===== src/rtl/poly_coeff_loader.sv =====
// Streams one polynomial (N = 2^(HLEN+1) coefficients) into an even/odd bank pair.
// Define COEFF_REDUCE_EN to apply a single conditional subtract of Q to each coefficient.
module poly_coeff_loader #(
  parameter int DLEN = 32,
  parameter int HLEN = 7,
  parameter int Q    = 3329
) (
  input  logic            clk,
  input  logic            reset,
  input  logic            start,
  input  logic            poly_sel,
  input  logic            in_valid,
  output logic            in_ready,
  input  logic [DLEN-1:0] in_data,
  input  logic            in_last,
  output logic [3:0]      bank_en,
  output logic [3:0]      bank_we,
  output logic [HLEN-1:0] bank_addr,
  output logic [DLEN-1:0] bank_di,
  output logic            busy,
  output logic            done,
  output logic            err
);

  typedef enum logic [1:0] {
    IDLE  = 2'd0,
    LOAD  = 2'd1,
    FLUSH = 2'd2
  } state_t;

  localparam logic [HLEN:0] IDX_ONE = (HLEN+1)'(1);

  state_t          state_reg, state_next;
  logic [HLEN:0]   idx_reg, idx_next;
  logic            sel_reg, sel_next;
  logic            err_reg, err_next;
  logic            done_reg;
  logic [3:0]      en_reg;
  logic [3:0]      en_next;
  logic [HLEN-1:0] addr_reg;
  logic [DLEN-1:0] di_reg;
  logic [DLEN-1:0] coef_w;
  logic            beat_acc;
  logic            last_idx;

  assign beat_acc = (state_reg == LOAD) && in_valid;
  assign last_idx = &idx_reg;

  always_ff @(posedge clk) begin
    if (reset) begin
      state_reg <= IDLE;
      idx_reg   <= '0;
      sel_reg   <= 1'b0;
      err_reg   <= 1'b0;
    end else begin
      state_reg <= state_next;
      idx_reg   <= idx_next;
      sel_reg   <= sel_next;
      err_reg   <= err_next;
    end
  end

  always_comb begin
    state_next = state_reg;
    idx_next   = idx_reg;
    sel_next   = sel_reg;
    err_next   = err_reg;
    case (state_reg)
      IDLE: begin
        if (start) begin
          state_next = LOAD;
          idx_next   = '0;
          sel_next   = poly_sel;
          err_next   = 1'b0;
        end
      end
      LOAD: begin
        if (in_valid) begin
          idx_next = idx_reg + IDX_ONE;
          // in_last must be high exactly on the final beat; it never shortens the load
          if (in_last != last_idx) begin
            err_next = 1'b1;
          end
          if (last_idx) begin
            state_next = FLUSH;
          end
        end
      end
      FLUSH: state_next = IDLE;
      default: state_next = IDLE;
    endcase
  end

  // Even indices go to the lower bank of the pair, odd indices to the upper one
  for (genvar gi = 0; gi < 4; gi++) begin : g_bank
    localparam logic [1:0] BANK_ID = 2'(gi);
    assign en_next[gi] = beat_acc && ({sel_reg, idx_reg[0]} == BANK_ID);
  end

`ifdef COEFF_REDUCE_EN
  localparam logic [DLEN-1:0] Q_W = DLEN'(Q);
  assign coef_w = (in_data >= Q_W) ? (in_data - Q_W) : in_data;
`else
  assign coef_w = in_data;
`endif

  always_ff @(posedge clk) begin
    if (reset) begin
      en_reg   <= '0;
      addr_reg <= '0;
      di_reg   <= '0;
      done_reg <= 1'b0;
    end else begin
      en_reg   <= en_next;
      done_reg <= (state_reg == FLUSH);
      if (beat_acc) begin
        addr_reg <= idx_reg[HLEN:1];
        di_reg   <= coef_w;
      end
    end
  end

  assign in_ready  = (state_reg == LOAD);
  assign busy      = (state_reg != IDLE);
  assign done      = done_reg;
  assign err       = err_reg;
  assign bank_en   = en_reg;
  assign bank_we   = en_reg;
  assign bank_addr = addr_reg;
  assign bank_di   = di_reg;

endmodule


===== config.mk =====
export PLATFORM = sky130hd
export DESIGN_NAME = poly_coeff_loader
export DESIGN_NICKNAME = d
export VERILOG_FILES = /design/src/rtl/poly_coeff_loader.sv
export SDC_FILE = /design/constraint.sdc
export NUM_CORES = 1
export LEC_CHECK = 0
export ABC_CLOCK_PERIOD_IN_PS = 1700
export BUFFER_PORTS_ARGS = -buffer_cell sky130_fd_sc_hd__buf_2
export CAP_MARGIN = 20
export CORE_ASPECT_RATIO = 1.1
export CORE_MARGIN = 3
export CORE_UTILIZATION = 47
export DETAILED_ROUTE_END_ITERATION = 16
export PLACE_DENSITY = 0.76
export SETUP_SLACK_MARGIN = 0.2
export SYNTH_ARGS = -nofsm -noshare
export SYNTH_HDL_FRONTEND = slang
export SYNTH_SLANG_ARGS = --single-unit

===== constraint.sdc =====
create_clock -name clk -period 1.7 [get_ports clk]
set_input_delay 0.34 -clock clk [delete_from_list [all_inputs] [get_ports clk]]
set_output_delay 0.34 -clock clk [all_outputs]
set_load 0.01 [all_outputs]

==> impl_metrics.toml <==
[status]
status = "completed"

[worst_hold_path]
holdPathEnd = "bank_di[7]$_SDFFE_PP0P_"
min_path_cells = 3
hp-class = "in -> reg"
min_from = "in_data[7]"

[clocking]
cts_sinks = 56
clk_latency_ns = 0.31
clkTransAtPathRegs_ns = 0.10
clockBufferDepth = 2
cts_hold_buf = 0
cts_tree = "yes"
cts_root_buffer = "clkbuf_8"
cts_buffers = 5
h-tree-depth = 2

[pwr]
power_frac_comb = 0.114
p_per_area_nw_per_um2 = 852
swShare = 0.250
clkPwrFrac = 0.301
irDropWorstVdd_uv = 599
netSwitchingPower_w = 0.000585
p_leak_nw = 1.20
pwr-share-seq = 0.585
p_int_w = 0.00176

[critical_path]
cp_slowest_cell = "dfxtp_2"
ff2ff_path_depth = 4
path_cells = "buf_6 -> or2_4 -> buf_6"
cp.buffers_inverters = 2
critPathKind = "reg -> out"
reg2reg_to = "err$_SDFFE_PP0P_"
rrSetupSlack_ns = 0.29
crit_arrival_ns = 1.12
start_kind = "flop"
crit_fanout = 6
cp_data_required_time_ns = 1.36
critPathMostFrequentCell = "buf_6"
crit_cells = 3
critPathMaxStageDelay_ns = 0.34
worst_setup_path_end_kind = "primary output"
rr_startpoint = "idx_reg[4]$_SDFFE_PP0P_"
crit_family = "flip-flops"

[timing]
setup-violations-final = 0
final.period_utilization = 0.859
fin_skew_ns = 0.00659
hold_violations = 0
fmax_mhz = 685
fin_tns_setup_ns = 0
worst_slew_pin_slew_ns = 0.395
post-route-worst-setup-slack_ns = 0.239
relSlewSlack = 0.731
maxSlewViolCount = 0
rsz0062_at_grt = "true"
min_period_ns = 1.46

[floorplanning]
die_w_um = 70.3
num_rows = 25
die_h_um = 76.7
dieArea_um2 = 5390
io_pins = 89
initial_utilization = 0.491
coreArea_um2 = 4350

[drt]
wl_per_cell_um = 11.9
finalWirelength_um = 4720
vias_per_cell = 4.92
drt_iter0_drc = 78
via_count = 1944
detailedRoute.firstPassIterationCount = 4
drc = 0
ant_nets = 0

[layout]
mostFrequentLayoutCells = "87 x buf_2, 84 x nand2_1, 52 x dfxtp_1, 42 x a21oi_1, 13 x buf_4"
diodes = 0
final_cells = 395
syn_to_final_growth_pct = 28.8
drive_gt1_frac = 0.361
fin_area_um2 = 2750
final_common_cell = "buf_2"
largest_reg_flops = 32
post-route-util = 0.633
nets = 379
n_fill_cell = 385

[global_routing]
grt_pass1_vias = 1726
grt.total_usage = 0.174
grt_max_degree = 26
antenna_found_initial = 0
gr-total-overflow = 0
grt_pass1_wl_um = 7750

[job]
drv_cap = 0

[placed_design]
place_hpwl_um = 3450
portBuffers = 88
place_ws_ns = 0.254
gp_congestion = 0.861
place_area_um2 = 2590
dp.cells = 382

[synthesis]
syn_area_um2 = 2130
synth_fp_nets = 289
synth_area_leaders = "dfxtp_1 53%, nand2_1 15%, a21oi_1 9.8%"
syn_inst = 250
synth-seq-area-share = 0.525
synth_top_cell_area_share = 0.525
yosys_warnings = 0
synth_cell_types = 35
synth-seq-cells = 56
yosys.area.top_type = "dfxtp_1"
syn_avg_cell_area_um2 = 8.54
[kinds of logic (layout without fill, tap and decap cells)]
family	Yosys count	count (layout)	share of synthesized area
compound gates	51	51	0.125
flops	56	56	0.525
fa+ha+maj	1	1	0.00586
mux	1	1	0.0106
xor+xnor	6	6	0.0246
buf+inv	21	112	0.0592
simple gates	114	114	0.249
[worst max-delay path by stage]
stage                                end                 startpoint
3_3_place_gp            err$_SDFFE_PP0P_    idx_reg[0]$_SDFFE_PP0P_
4_1_cts                 err$_SDFFE_PP0P_    idx_reg[0]$_SDFFE_PP0P_
2_1_floorplan  bank_addr[0]$_SDFFE_PP0P_  state_reg[0]$_SDFFE_PP0P_
3_5_place_dp            err$_SDFFE_PP0P_    idx_reg[0]$_SDFFE_PP0P_
5_1_grt                             busy  state_reg[0]$_SDFFE_PP0P_
6_report                            busy  state_reg[0]$_SDFFE_PP0P_
[through the flow]
stage | hold slack, ns | power (W)
4_1_cts | 0.250 | 0.00236
2_1_floorplan | 0.445 | 0.00155
5_1_grt | 0.245 | 0.00246
6_report | 0.256 | 0.00234
3_5_place_dp | 0.445 | 0.00166
3_3_place_gp | 0.438 | 0.00165
[worst register-to-register path: stages (launching register included)]
cell	delay, ns
dfxtp_1	0.43
and4_1	0.23
nand4_1	0.20
xor2_1	0.20
a221oi_1	0.27
[routing by layer]
layer | GRT usage | wire length, um | vias up
met4 | 0.0402 | 64 | 0
met5 | 0 | 0 | -
met3 | 0.0668 | 406 | 7
met1 | 0.223 | 2110 | 867
li1 | - | - | 999
met2 | 0.278 | 2140 | 71
[cell type report]
type                            count  area [um2]  area share
Clock buffer                        5        68.8      0.0250
Clock inverter                      3        18.8     0.00682
Inverter                            1        3.75     0.00136
Multi-Input combinational cell    173         898       0.327
Sequential cell                    56        1130       0.409
Tap cell                           54        67.6      0.0246
Timing Repair Buffer              103         567       0.206
[synth_stat cells]
library cell / instances
nor3_1: 2
or2_2: 1
a221oi_1: 1
nor4b_4: 1
nor4_4: 1
mux2i_4: 1
o21ai_1: 1
o221a_2: 1
nand2b_1: 1
nand4_1: 1
buf_2: 5
clkbuf_1: 4
a211oi_1: 1
or3_1: 1
dfxtp_1: 56
buf_4: 9
a21oi_1: 42
xor2_1: 1
nand3_1: 1
ha_1: 1
nor4b_1: 2
nand2_1: 84
nor2b_1: 2
and4_1: 2
nor4_1: 1
nor3b_1: 3
nand4b_1: 1
nor2_1: 8
o21ai_0: 5
xnor2_1: 5
buf_6: 1
buf_1: 1
and2_1: 1
and2b_4: 1
inv_1: 1
[what timing repair did]
| action | CTS | global route |
|---|---|---|
| pin swaps | 0 | 0 |
| buffers inserted | 2 | 3 |
| endpoints found under the hold margin | 0 | 0 |
| setup endpoints to repair | 1 | 8 |
| gates resized for setup | 5 | 5 |
[power by group through the flow]
| stage | Combinational, W | Sequential, W | Clock, W |
|---|---|---|---|
| detailed placement | 0.000257 | 0.00140 | 0 |
| CTS | 0.000263 | 0.00137 | 0.000729 |
| floorplan | 0.000132 | 0.00142 | 0 |
| global route | 0.000297 | 0.00138 | 0.000786 |
| global placement | 0.000253 | 0.00140 | 0 |
| finish | 0.000267 | 0.00137 | 0.000705 |
Power figures use the tool's default switching activity.
